$ cat src/rtl/bus_arb4.sv
// bus_arb4: four-requester round-robin arbiter for a shared resource.
//
// Handshake: a requester raises req[i] and keeps it high until it sees its
// bit in gnt. While a grant is active (busy=1), gnt/sel are frozen. The
// resource pulses ack for one cycle to end the grant. If no ack arrives
// within TIMEOUT grant cycles, the grant is withdrawn and err pulses for one
// cycle. Every release is followed by at least one idle cycle with gnt=0.
module bus_arb4 #(
   parameter int unsigned TIMEOUT = 16
) (
   input  logic       clk,
   input  logic       rst,
   input  logic [3:0] req,
   input  logic       ack,
   output logic [3:0] gnt,
   output logic [1:0] sel,
   output logic       busy,
   output logic       err
);

   localparam int unsigned CW = $clog2(TIMEOUT + 1);
   localparam logic [CW-1:0] CNT_LAST = CW'(TIMEOUT - 1);

   typedef enum logic {
      IDLE  = 1'b0,
      GRANT = 1'b1
   } state_t;

   state_t        state;
   logic [1:0]    last;
   logic [CW-1:0] cnt;

   logic [1:0]    pick_idx;
   logic          pick_vld;
   logic [1:0]    cand;

   // Round-robin search: first set req bit starting just after the last owner.
   always_comb begin
      pick_idx = last;
      pick_vld = 1'b0;
      cand     = last;
      for (int i = 1; i <= 4; i++) begin
         cand = last + 2'(i);
         if (!pick_vld && req[cand]) begin
            pick_idx = cand;
            pick_vld = 1'b1;
         end
      end
   end

   // Arbiter FSM with registered grant, select, busy and timeout error.
   always_ff @(posedge clk) begin
      if (rst) begin
         state <= IDLE;
         gnt   <= 4'b0000;
         sel   <= 2'd0;
         busy  <= 1'b0;
         err   <= 1'b0;
         cnt   <= '0;
         last  <= 2'd3;
      end else begin
         err <= 1'b0;
         case (state)
            IDLE: begin
               if (pick_vld) begin
                  state <= GRANT;
                  gnt   <= 4'b0001 << pick_idx;
                  sel   <= pick_idx;
                  busy  <= 1'b1;
                  cnt   <= '0;
               end
            end
            GRANT: begin
               if (ack) begin
                  // ack wins even when it lands on the timeout cycle
                  state <= IDLE;
                  gnt   <= 4'b0000;
                  busy  <= 1'b0;
                  last  <= sel;
               end else if (cnt == CNT_LAST) begin
                  state <= IDLE;
                  gnt   <= 4'b0000;
                  busy  <= 1'b0;
                  last  <= sel;
                  err   <= 1'b1;
               end else begin
                  cnt <= cnt + CW'(1);
               end
            end
            default: begin
               state <= IDLE;
               gnt   <= 4'b0000;
               busy  <= 1'b0;
            end
         endcase
      end
   end

endmodule

$ cat config.mk
export PLATFORM = sky130hd
export DESIGN_NAME = bus_arb4
export DESIGN_NICKNAME = d
export VERILOG_FILES = /design/src/rtl/bus_arb4.sv
export SDC_FILE = /design/constraint.sdc
export NUM_CORES = 1
export LEC_CHECK = 0
export BUFFER_PORTS_ARGS = -buffer_cell sky130_fd_sc_hd__buf_4
export CAP_MARGIN = 20
export CORE_ASPECT_RATIO = 1.1
export CORE_MARGIN = 3
export CORE_UTILIZATION = 49
export DETAILED_ROUTE_END_ITERATION = 10
export GPL_ROUTABILITY_DRIVEN = 1
export HOLD_SLACK_MARGIN = 0.03
export PLACE_DENSITY = 0.76
export SYNTH_ARGS = -nofsm -noshare
export SYNTH_HDL_FRONTEND = slang
export SYNTH_SLANG_ARGS = --single-unit
$ cat constraint.sdc
create_clock -name clk -period 2.65 [get_ports clk]
set_input_delay 0.53 -clock clk [delete_from_list [all_inputs] [get_ports clk]]
set_output_delay 0.53 -clock clk [all_outputs]
set_load 0.01 [all_outputs]
After elaboration in Yosys (flattened, before gate mapping)

Cells that the tools add are included.
Widths: inputs -> output; s select.

Latch bits: 0
RAM bits: 0
Memories kept: 0
ROM bits: 0
Bits in registers: 16

Multiply operators: 0
Add/subtract/negate cells: 4
Equal/unequal tests: 5
Divide/modulo/power cells: 0
Shifts and indexed selects: 1
Reductions and logical operators: 12
Bitwise gates (word level): 1
Order comparisons: 4
Mux-type cells: 35

Operators by type and width:

| cell                | number |
|---|---|
| $mux 1              | 15 |
| $mux 5              | 3 |
| $lt 2x3->1 const B  | 4 |
| $mux 2              | 6 |
| $mux 4              | 3 |
| $pmux 5 s2          | 1 |
| $bmux 1 s2          | 4 |
| $pmux 4 s2          | 1 |
| $ne 2x2->1 const B  | 3 |
| $reduce_and 2->1    | 3 |
| $add 5x1->5 const B | 1 |
| $eq 5x4->1 const B  | 1 |
| $add 2x2->2 const B | 2 |
| $pmux 1 s2          | 2 |
| $shl 1x2->4 const A | 1 |
| $logic_and 1x1->1   | 3 |
| $logic_not 1->1     | 3 |
| $ne 3x2->1 const B  | 1 |
| $reduce_and 3->1    | 1 |
| $reduce_or 3->1     | 1 |
| $add 2x1->2 const B | 1 |
| $reduce_bool 2->1   | 1 |
| $not 1->1           | 1 |

Depth between registers and ports, before layout

Gate-level depths: netlist of the first run.

Word-level depth: 16
Depth in mapped cells: 8
Gate-level depth less buffers: 7

Worst setup path after synthesis of the first run

OpenSTA, ideal clock, no wires.

Path type: reg2reg
Start: reg cnt[0]
End: reg cnt[0]
Setup slack: 850 ps
Arrival: 1669 ps
Path buffers: 1
Setup time: 131 ps
Data required time: 2519 ps
Stages on the path, launching flop included: 9
Path through: dfxtp_1 -> ha_1 -> and3_1 -> ha_1 -> or3b_1 -> buf_2 -> o21a_1 -> a21oi_1 -> nor2_1

Longest elaborated chain between the ends: 4

RTL lines:

| item                   | line | text |
|---|---|---|
| from (decl)            | 31   | `logic [CW-1:0] cnt;` |
| from (signal assigned) | 87   | `cnt <= cnt + CW'(1);` |
| $add 5x1->5            | 87   |  |
| $mux 5                 | 80   | `end else if (cnt == CNT_LAST) begin` |
| $mux 5                 | 74   | `if (ack) begin` |
| $pmux 5 s2             | 63   | `case (state)` |

Parallel ways exist; a longest one is shown, timed or not. The select of a mux whose other input is x is not followed.
A chain may end at the register's enable or synchronous reset.

Worst setup path after layout of the first run

Start: reg cnt[0]
End: reg last[1]

Longest elaborated chain between the ends: 3

RTL lines:

| item                               | line | text |
|---|---|---|
| $eq 5x4->1                         | 80   |  |
| $reduce_bool 2->1 (no source line) | -    |  |
| $reduce_and 2->1 (no source line)  | -    |  |
| to (signal assigned)               | 79   | `last <= sel;` |
| to (signal assigned)               | 84   | `last <= sel;` |
| to (decl)                          | 30   | `logic [1:0] last;` |

Every way passes these cells.

==> summary.md, run 1 <==
| Metric | Value |
|---|---|
| Die width | `roughly 44 um` |
| Total wire length | `around 1500 um` |
| Mux share of post-synthesis cell area | `between 1 and 1.5%` |
| FILL cells | `between 100 and 150` |
| Setup bufs post-CTS | `0` |
| Placed Cells | `110` |
| GRT Residual Overflow | `0` |
| Crit-path max cell delay | `480 ps` |
| Die Y | `roughly 48 um` |
| Async SR Flop Fraction | `0%` |
| Rows | `14` |
| Max Slew Vio Count | `0` |
| CP bufs+invs | `0` |
| Clock sink count | `16` |
| Iteration-0 DRC Markers | `7` |
| Clock H-tree levels | `1` |
| Peak supply drop | `349.4 uV` |
| # IOs | `15` |
| Period Utilization, post-route | `72.18%` |
| Inserted Clock Buffers | `3` |
| Final setup vio count | `0` |
| Status | `finished, final reports clean` |
| Longest Clk Path Bufs | `2` |
| Worst Skew | `2.206 ps` |
| RSZ-0062 raised after global routing | `false` |
| Placer Congestion | `0.7386` |
| Post-route ant nets | `0` |
| CP Launch Type | `flip-flop` |
| Hold_ws | `approximately 440 ps` |
| CTS root buf | `clkbuf_4` |
| First-pass GRT wire length | `2297 um` |
| Most frequent cells in the layout | `dfxtp_1 (16), buf_4 (14), nor2_1 (12)` |
| Max transition margin | `41.75%` |
| CP delay by family, top | `compound AO/OA/AOI/OAI gates` |
| Largest net degree at the start of global routing | `19` |
| Detailed placement HPWL | `1107 um` |
| Clock Pin Slew Worst Setup and Hold Paths | `80 ps` |
| Syn avg cell area | `9.205 sq um` |
| Critical Path RT | `2820 ps` |
| Vias in the first global route | `~570` |
| Worst-Skew Late Latency | `270 ps` |
| Synth-to-Final Area Change | `15.86%` |
| Crit-path most repeated cell | `ha_1` |
| #FFs+latches synth | `16` |
| Tightest Pin Transition | `about 870 ps` |
| Tightest Hold Check Type | `in -> reg` |
| Vias per cell | `about 5.6` |
| Cts repair resizes | `0` |
| N_diodes | `0` |
| Initial core utilization | `a little over half` |
| I/O Buffers | `14` |
| PwrDens | `531.8 mW/mm^2` |
| Synth Area in Simple Gates | `30.10%` |
| YS warnings | `0` |
| Total track usage | `15.21%` |
| XOR/XNOR share of the synthesized area | `1.133%` |
| Static leakage | `approximately 0.36 nW` |
| DR WL/cell | `12.87 um` |
| Critical path, cell by cell | `ha_1 -> and3_1 -> ha_1 -> o21ai_1 -> nor2_1 -> a211o_1` |
| Critical path data arrival time | `2080 ps` |
| Adder-Cell Fraction of Synth Area | `3.236%` |
| Area of the die | `~0.0021 sq mm` |
| Post-Syn Area | `773.2 sq um` |
| Number of synthesized flops with an enable pin | `0` |
| Initial antenna violation count | `0` |
| CTS hold repair buffers | `0` |
| Final instance area | `between 800 and 900 sq um` |
| Critical path peak fanout | `9` |
| Kind of critical path | `reg -> reg` |
| Critical Path Sink Type | `flip-flop` |
| CTS tree | `yes` |
| Nets | `108` |
| Yosys cell types | `35` |
| Synth Flop Type | `dfxtp_1` |
| Syn_nets | `93` |
| Fin crit period | `1913 ps` |
| Main combinational cell family by area after synthesis | `simple AND/OR/NAND/NOR gates` |
| Layout cells sized above 1 | `24.74%` |
| Non-Filler Instances | `113` |
| TritonRoute pass-1 iters | `4` |
| Max Cap Viol | `0` |
| Final setup TNS | `0 ps` |
| Fmax | `around 520 MHz` |
| Crit-path slowest cell | `o21ai_1` |
| Most common cell after layout, fill and taps aside | `dfxtp_1` |
| Core ar. | `0.001419 sq mm` |
| Residual DRC | `0` |
| Hold Fails Final Rpt | `0` |
| Post-DP Area | `873.3 sq um` |
| Gate Count Post-Synth | `84` |
| Compound-Gate Fraction of Synth Area | `between 10% and 20%` |
| Vias | `631` |
| Sequential area share after synthesis | `41.42%` |
==> metrics by stage <==
step,power [mW],setup WS (ps),util [%]
after CTS,0.4836,737.2,63.14
after floorplan,0.3288,849.8,-
after global placement,0.3602,777.1,61.55
after global routing,0.5050,621.6,63.14
after detailed placement,0.3621,751.2,61.55
final,0.4764,737.2,63.14
==> sequential cells by signal, indices dropped and copies added (netlist names) <==
signal / flops
gnt: 4
err: 1
state: 1
last: 2
cnt: 5
sel: 2
busy: 1
==> routing by layer <==
metal	part of all wire, %	global-route usage, %	wire length [um]
met5	0	0	0
met4	0.83	9.036	12
met3	3.9	3.383	56
met2	53	28.78	768
met1	42	15.45	616
==> report_power, final <==
part           leakage, nW  internal, mW  switching [mW]
clock               0.0138        0.0526          0.0680
sequential           0.131         0.255          0.0123
combinational        0.216        0.0429          0.0459
==> layout make-up <==
cell class / count / area [sq um] / share of cell area [%]
sequential: 16 / 320.3 / 35.75
multi-input combinational: 61 / 416.7 / 46.51
tap: 16 / 20.02 / 2.235
clock buffer: 3 / 22.52 / 2.514
inverter: 3 / 11.26 / 1.257
timing repair buffer: 14 / 105.1 / 11.73
==> cell families (layout without fill, tap and decap cells) <==
family | Yosys count | in the layout
AO/OA/AOI/OAI | 20 | 20
XOR/XNOR | 1 | 1
adder cells (fa/ha/maj) | 2 | 2
buffers and inverters | 7 | 20
flip-flops | 16 | 16
multiplexers | 1 | 1
AND/OR/NAND/NOR | 37 | 37
==> worst register-to-register path: cells and delay by family, from the launching register on <==
family | cells | cell delay [ps]
AO/OA/AOI/OAI | 2 | 760
flip-flops | 1 | 340
AND/OR/NAND/NOR | 2 | 280
adder cells (fa/ha/maj) | 2 | 440
==> cell usage after synthesis (2+ instances only) <==
master    number  area (sq um)
nand2_1        3         11.26
ha_1           2         25.02
nor2_1        12         45.04
o22ai_1        3         18.77
nand3b_1       6         45.04
a21oi_1        5         25.02
nand2b_1       3         18.77
dfxtp_1       16         320.3
a211o_1        2         17.52
nor3_2         3         30.03
o21ai_1        2         10.01
buf_2          2         10.01
inv_1          3         11.26
==> final timing paths <==
check / start / end / slack, ps / cells past startpoint
worst max register to register: cnt[0] / last[1] / 740 / 6
worst min register to register: sel[1] / sel[1] / 490 / 2
worst max-delay path: cnt[0] / last[1] / 740 / 6
worst min-delay path: ack / err / 440 / 2
(Power assumes the default switching activity.)
==> run 2, diff against run 1 <==
ABC_AREA = 1   (was not set)
PLACE_DENSITY = 0.77   (was 0.76)
clock period = 1.7 ns   (was 2.65 ns; I/O delays follow)
==> run 2 against run 1 <==
  * Global-route usage rose by 1.4 points
  * Clock power up 110%
  * Clock skew grew 1.1 ps
  * Hold slack worse by 200 ps
  * Setup slack got worse by 660 ps
  * Largest cell class unchanged
  * Highest routed layer unchanged
==> summary.md, run 2 <==
| Metric | Value |
|---|---|
| Status | `finished, final reports clean` |
| Post-DP Area | `0.001152 sq mm (+32%)` |
| Crit-path slowest cell | `dfxtp_2` |
| Sequential area share after synthesis | `32.00% (-9.4 points)` |
| Crit-path most repeated cell | `nand2_4` |
| N_diodes | `0 (unchanged)` |
| Iteration-0 DRC Markers | `10 (+3)` |
| CTS hold repair buffers | `0 (unchanged)` |
| GRT Residual Overflow | `0 (unchanged)` |
| Placer Congestion | `0.8122 (+10%)` |
| DR WL/cell | `10.70 um (-17%)` |
| Crit-path max cell delay | `350 ps (-130 ps)` |
| Tightest Pin Transition | `299.1 ps (-571.3 ps)` |
| Static leakage | `0.5925 nW (+64%)` |
| Clock H-tree levels | `1 (unchanged)` |
| Most common cell after layout, fill and taps aside | `nand2_1` |
| Total wire length | `2098 um (+44%)` |
| #FFs+latches synth | `16 (unchanged)` |
| Hold_ws | `240.9 ps (-199.6 ps)` |
| PwrDens | `928.6 mW/mm^2 (+75%)` |
| I/O Buffers | `14 (unchanged)` |
| Initial core utilization | `53.76% (-0.73 points)` |
| Initial antenna violation count | `0 (unchanged)` |
| Largest register FFs | `5 (unchanged)` |
| Vias per cell | `4.990 (-11%)` |
| Int Power | `0.7479 mW (+110%)` |
| Multi-input gate area | `613.1 sq um (+47%)` |
| Worst-Skew Late Latency | `290 ps (+20 ps)` |
| Pwr Total | `1.183 mW (+150%)` |
| Core ar. | `0.001862 sq mm (+31%)` |
| Detailed placement HPWL | `1584 um (+43%)` |
| Hold Fails Final Rpt | `0 (unchanged)` |
| Final instance area | `0.001274 sq mm (+42%)` |
| Critical Path RT | `1930 ps (-890 ps)` |
| Crit path from | `last[0]` |
| Area leader, netlist | `dfxtp_1` |
| Non-Filler Instances | `196 (+73%)` |
| Vias | `978 (+55%)` |
| Async SR Flop Fraction | `0% (unchanged)` |
| Register area | `325.3 sq um (+1.6%)` |
| Max Slew Vio Count | `0 (unchanged)` |
| Fmax | `616.9 MHz (+18%)` |
| Commonest cells post-synth | `nand2_1 (42), dfxtp_1 (16), nand3_1 (16), inv_1 (15), a21oi_1 (11)` |
| DP Worst Slack | `-58.23 ps (-809.5 ps)` |
| Die width | `49.10 um (+12%)` |
| Most frequent cells in the layout | `nand2_1 (39), buf_4 (18), nand3_1 (16)` |
| Placed Cells | `189 (+72%)` |
| First-pass GRT wire length | `3422 um (+49%)` |
| Critical path peak fanout | `10 (+1)` |
| Critical path, cell by cell | `buf_12 -> inv_8 -> nand2_1 -> nand2_2 -> nand2_4 -> nand2_4 -> nor2_4 -> nand3_2 -> nand2_4 -> buf_6 -> nand3_1 -> a21oi_2` |
| Largest net degree at the start of global routing | `15 (-4)` |
| Period Utilization, post-route | `95.36% (+23 points)` |
| # IOs | `15 (unchanged)` |
| Post-route ant nets | `0 (unchanged)` |
| Kind of critical path | `reg -> reg` |
| Tightest Hold Check Type | `in -> reg` |
| Max transition margin | `80.04% (+38 points)` |
| Biggest register | `cnt` |
| Yosys cell types | `24 (-31%)` |
| Die Y | `53.40 um (+12%)` |
| Critical path data arrival time | `1850 ps (-230 ps)` |
| CP Launch Type | `flip-flop` |
| Vias in the first global route | `869 (+52%)` |
| Number of synthesized flops with an enable pin | `0 (unchanged)` |
| Layout cells sized above 1 | `36.09% (+11 points)` |
| Critical Path Sink Type | `flip-flop` |
| TritonRoute pass-1 iters | `4 (unchanged)` |
| Nets | `179 (+66%)` |
| Worst Skew | `3.348 ps (+1.142 ps)` |
| Final WS setup | `78.95 ps (-658.3 ps)` |
| Fin crit period | `1621 ps (-291.7 ps)` |
| Synth top area share | `32.00% (-9.4 points)` |
| Hold_sp | `ack` |
| FILL cells | `167 (+24%)` |
| Longest Clk Path Bufs | `2 (unchanged)` |
| Clock sink count | `16 (unchanged)` |
| Clock power frac | `21.9% (-3.4 points)` |
| Syn avg cell area | `6.809 sq um (-26%)` |
| YS warnings | `0 (unchanged)` |
| CTS tree | `yes` |
| Area of the die | `0.002622 sq mm (+25%)` |
| Synth Flop Type | `dfxtp_1` |
| RR Startpoint | `last[0]` |
| Final setup vio count | `0 (unchanged)` |
| Seq pwr share | `37.6% (-18 points)` |
| Top Registers | `cnt: 5 flops, gnt: 4 flops` |
| Max Cap Viol | `0 (unchanged)` |
| Gate Count Post-Synth | `147 (+75%)` |
| Residual DRC | `0 (unchanged)` |
| Synth-to-Final Area Change | `27.25%` |
| Rows | `16 (+2)` |
| CTS root buf | `clkbuf_4` |
| P_sw | `0.4349 mW (+240%)` |
| Clock Pin Slew Worst Setup and Hold Paths | `90 ps (about the same)` |
| Total track usage | `16.61% (+1.4 points)` |
| Logic pwr share | `40.5% (+22 points)` |
| Peak supply drop | `787.3 uV (+130%)` |
| Switching part of the total power | `36.77% (+10 points)` |
| Syn_nets | `156 (+68%)` |
| Inserted Clock Buffers | `3 (unchanged)` |
| Largest cells by area after synthesis | `dfxtp_1 (32%), nand2_1 (16%), nand3_1 (8.0%)` |
| Post-Syn Area | `0.001001 sq mm (+29%)` |
| Count leader, synth | `nand2_1` |
[run 2: cell types whose count changed in the layout (fill, tap and decap cells not counted), sizes merged, moves of 4 or more]
cell / change
o22ai: -4
buf: +7
nand3: +19
nand3b: -6
nand2: +50
inv: +16
o21ai: +5
a21oi: +8
[run 2: kinds of logic (layout without fill, tap and decap cells)]
logic type | count (synthesis) | after routing | share of synthesized area, %
xor+xnor | 1 | 1 | 0.8752
fa+ha+maj | 2 | 2 | 2.500
simple gates | 84 | 84 | 41.75
buf+inv | 22 | 44 | 10.87
compound gates | 22 | 22 | 12.00
flops | 16 | 16 | 32.00
[run 2: area by class of cell]
type / count / area share [%]
inverters: 19 / 6.189
flip-flops and latches: 16 / 25.54
repair buffers: 21 / 14.64
multi-input cells: 109 / 48.13
clock buffers: 4 / 2.849
well taps: 27 / 2.652
[run 2: per-layer routing]
metal / track usage [%] / vias to the layer above / wire length, um
met5: 0 / - / 0
met4: 5.687 / 0 / 42
met3: 1.690 / 4 / 38
met2: 34.38 / 12 / 1171
met1: 17.18 / 446 / 846
li1: - / 516 / -
[run 2: worst paths after layout]
kind            end  slack (ps)  cells past startpoint
max          cnt[4]          80                     12
max reg2reg  cnt[4]          80                     12
min reg2reg    busy         480                      2
min             err         240                      2
[run 2: critical path, delay by kind of cell (launching register included)]
family | cells | cell delay (ps)
compound gates | 1 | 150
simple gates | 8 | 740
buf+inv | 3 | 310
flops | 1 | 350
[run 2: power by group through the flow]
| stage | sequential (mW) | combinational [mW] | clock (mW) |
|---|---|---|---|
| after floorplan | 0.461 | 0.302 | 0 |
| after global placement | 0.449 | 0.427 | 0 |
| after detailed placement | 0.452 | 0.431 | 0 |
| after CTS | 0.443 | 0.434 | 0.256 |
| after global routing | 0.449 | 0.538 | 0.278 |
| final | 0.445 | 0.479 | 0.259 |
[run 2: repair_timing]
action,4_1_cts,5_1_grt
pin swaps,0,4
endpoints found under the setup margin,2,15
gates resized for setup,2,17
setup buffers,0,3
[run 2: per-stage QoR]
stage / util [%] / setup TNS [ps]
finish: 68.41 / 0
floorplan: - / 0
global placement: 61.90 / 0
CTS: 64.11 / 0
global route: 68.41 / -17.28
detailed placement: 61.90 / -109.3
==> run 3, diff against run 2 <==
CORE_ASPECT_RATIO = not set   (was 1.1)
TNS_END_PERCENT = 100   (was not set)
==> run 3 against run 2 <==
  * Core utilization up 1.4 points
  * Wire length is 9.1% higher
  * Design area down 0.20%
  * Sequential cell count is the same
  * First-iteration DRC count grew to 2.8 times the previous value
  * Clock power shrank 3%
  * Clock-buffer cell count did not move
  * Setup slack worse by 33 ps
  * Total power is 0.13% higher
  * Critical endpoint is now cnt[2]
==> summary.md, run 3 (same netlist as run 2, synthesis figures left out) <==
| Metric | Value |
|---|---|
| Critical path, cell by cell | `ha_1 -> nand2_1 -> nor2_1 -> ha_2 -> nor3_4 -> inv_2 -> buf_6 -> o211ai_1 -> a21oi_2` |
| Final instance area | `0.001271 sq mm (-0.20%)` |
| Worst setup path endpoint | `cnt[2]` |
| GRT Residual Overflow | `0 (unchanged)` |
| Global-route met2 utilization | `25.75% (-8.6 points)` |
| RSZ-0062 raised after global routing | `true` |
| # IOs | `15 (unchanged)` |
| Max transition margin | `81.71% (+1.7 points)` |
| Max Cap Viol | `0 (unchanged)` |
| Vias | `1024 (+4.7%)` |
| Kind of critical path | `reg -> reg` |
| CTS hold repair buffers | `0 (unchanged)` |
| Placed Cells | `185 (-2.1%)` |
| Critical path data arrival time | `1840 ps (about the same)` |
| Post-DP Area | `0.001135 sq mm (-1.5%)` |
| Fin crit period | `1654 ps (+32.77 ps)` |
| Reg2reg end | `cnt[2]` |
| Final setup vio count | `0 (unchanged)` |
| Max Slew Vio Count | `0 (unchanged)` |
| R2R depth | `9 (-3)` |
| Clock Pin Slew Worst Setup and Hold Paths | `90 ps (about the same)` |
| Largest register FFs | `5 (unchanged)` |
| Gr busiest metal | `met2` |
| Peak supply drop | `620.4 uV (-21%)` |
| Tightest Hold Check Type | `in -> reg` |
| Nets | `182 (+1.7%)` |
| Non-Filler Instances | `197 (+0.51%)` |
| GR Util met3 | `5.831% (+4.1 points)` |
| Crit path from | `cnt[1]` |
| Critical path peak fanout | `5 (-5)` |
| Most frequent cells in the layout | `nand2_1 (39), buf_4 (21), nand3_1 (16)` |
| Rows | `15 (-1)` |
| Setup slack, reg-to-reg | `50 ps (-30 ps)` |
| Iteration-0 DRC Markers | `28 (+18)` |
| Static leakage | `0.6026 nW (+1.7%)` |
| Total track usage | `17.38% (+0.78 points)` |
| Residual DRC | `0 (unchanged)` |
| Switching part of the total power | `36.41% (-0.36 points)` |
| Tightest Pin Transition | `274.0 ps (-25.09 ps)` |
| PwrDens | `931.6 mW/mm^2 (+0.33%)` |
| Crit-path max cell delay | `350 ps (about the same)` |
| Area of the die | `0.002621 sq mm (about the same)` |
| Clock H-tree levels | `1 (unchanged)` |
| CP Launch Type | `flip-flop` |
| Biggest register | `cnt` |
| CTS tree | `yes` |
| Vias per cell | `5.198 (+4.2%)` |
| Critical Path RT | `1890 ps (-40 ps)` |
| Core ar. | `0.001821 sq mm (-2.2%)` |
| Int Power | `0.7532 mW (+0.70%)` |
| Total wire length | `2288 um (+9.1%)` |
| Met1 Use GR | `24.73% (+7.6 points)` |
| DP Worst Slack | `-66.38 ps (-8.145 ps)` |
| Inserted Clock Buffers | `3 (unchanged)` |
| Logic pwr share | `41.3% (+0.8 points)` |
| Initial antenna violation count | `0 (unchanged)` |
| Detailed placement HPWL | `1531 um (-3.3%)` |
| Pwr Total | `1.184 mW (+0.13%)` |
| WHS Path Cells | `2 (unchanged)` |
| Fmax | `604.7 MHz (-2.0%)` |
| First-pass GRT wire length | `3512 um (+2.6%)` |
| Placer Congestion | `0.8631 (+6.3%)` |
| Longest Clk Path Bufs | `2 (unchanged)` |
| Synth-to-Final Area Change | `27.00%` |
| Seq pwr share | `37.6% (about the same)` |
| Initial core utilization | `54.98% (+1.2 points)` |
| Final WS setup | `46.17 ps (-32.77 ps)` |
| DR WL/cell | `11.61 um (+8.5%)` |
| Post-route ant nets | `0 (unchanged)` |
| Critical Path Sink Type | `flip-flop` |
| Worst-Skew Late Latency | `290 ps (about the same)` |
| Crit-path slowest cell | `dfxtp_2` |
| Status | `finished, final reports clean` |
| Die Y | `51.20 um (-4.1%)` |
| N_diodes | `0 (unchanged)` |
| RR Startpoint | `cnt[1]` |
| I/O Buffers | `14 (unchanged)` |
| Most common cell after layout, fill and taps aside | `nand2_1` |
| CTS root buf | `clkbuf_4` |
| Hold_ws | `257.4 ps (+16.46 ps)` |
| Largest net degree at the start of global routing | `15 (unchanged)` |
| TritonRoute pass-1 iters | `4 (unchanged)` |
| Vias in the first global route | `833 (-4.1%)` |
| Period Utilization, post-route | `97.28% (+1.9 points)` |
| Layout cells sized above 1 | `36.05% (-0.048 points)` |
| Clock power frac | `21.1% (-0.8 points)` |
| Die width | `51.20 um (+4.3%)` |
| Clock sink count | `16 (unchanged)` |
| Top Registers | `cnt: 5 flops, gnt: 4 flops` |
| Hold Fails Final Rpt | `0 (unchanged)` |
| Worst Skew | `6.250 ps (+2.902 ps)` |
| P_sw | `0.4312 mW (-0.86%)` |
## run 3: worst max-delay path: cells and delay by family (launching register included)
kind / cells / cell delay [ps]
adders and majority gates: 2 / 400
buffers and inverters: 2 / 210
DFF: 1 / 350
AOI/OAI and AO/OA: 2 / 250
and+or+nand+nor: 3 / 360
## run 3: per-stage QoR
stage          TNS (ps)  util (%)
6_report              0     69.83
3_5_place_dp     -110.7     62.34
5_1_grt          -32.13     69.83
2_1_floorplan         0         -
4_1_cts               0     65.02
3_3_place_gp          0     62.34
## run 3: layout make-up
class | instances | area (sq um)
clock buffers | 4 | 36.28
fillers | 149 | 549.3
inverters | 19 | 78.83
multi-input cells | 109 | 599.3
flip-flops and latches | 16 | 325.3
well taps | 25 | 31.28
repair buffers | 24 | 200.2
## run 3: metal layers
| metal | share of wire (%) | vias to the layer above |
|---|---|---|
| met1 | 45 | 458 |
| met2 | 46 | 39 |
| met5 | 0 | - |
| li1 | - | 523 |
| met4 | 1.6 | 0 |
| met3 | 7.5 | 4 |
## run 3: how the worst min path moves through the flow
stage | from | endpoint | slack, ps
5_1_grt | ack | err | 240
3_3_place_gp | busy | busy | 460
3_5_place_dp | busy | busy | 470
6_report | ack | err | 260
2_1_floorplan | ack | err | 420
4_1_cts | ack | err | 220
## run 3: timing repair
| item | 4_1_cts | 5_1_grt |
|---|---|---|
| pin swaps | 0 | 6 |
| setup endpoints to repair | 2 | 13 |
| resized for setup | 1 | 19 |
| gates cloned | 0 | 0 |
| setup buffers | 1 | 7 |
## run 3: power by group through the flow
stage,Clock [mW],Sequential [mW],Combinational (mW)
2_1_floorplan,0,0.461,0.302
3_3_place_gp,0,0.450,0.411
3_5_place_dp,0,0.451,0.419
4_1_cts,0.259,0.443,0.424
5_1_grt,0.271,0.450,0.549
6_report,0.250,0.445,0.490
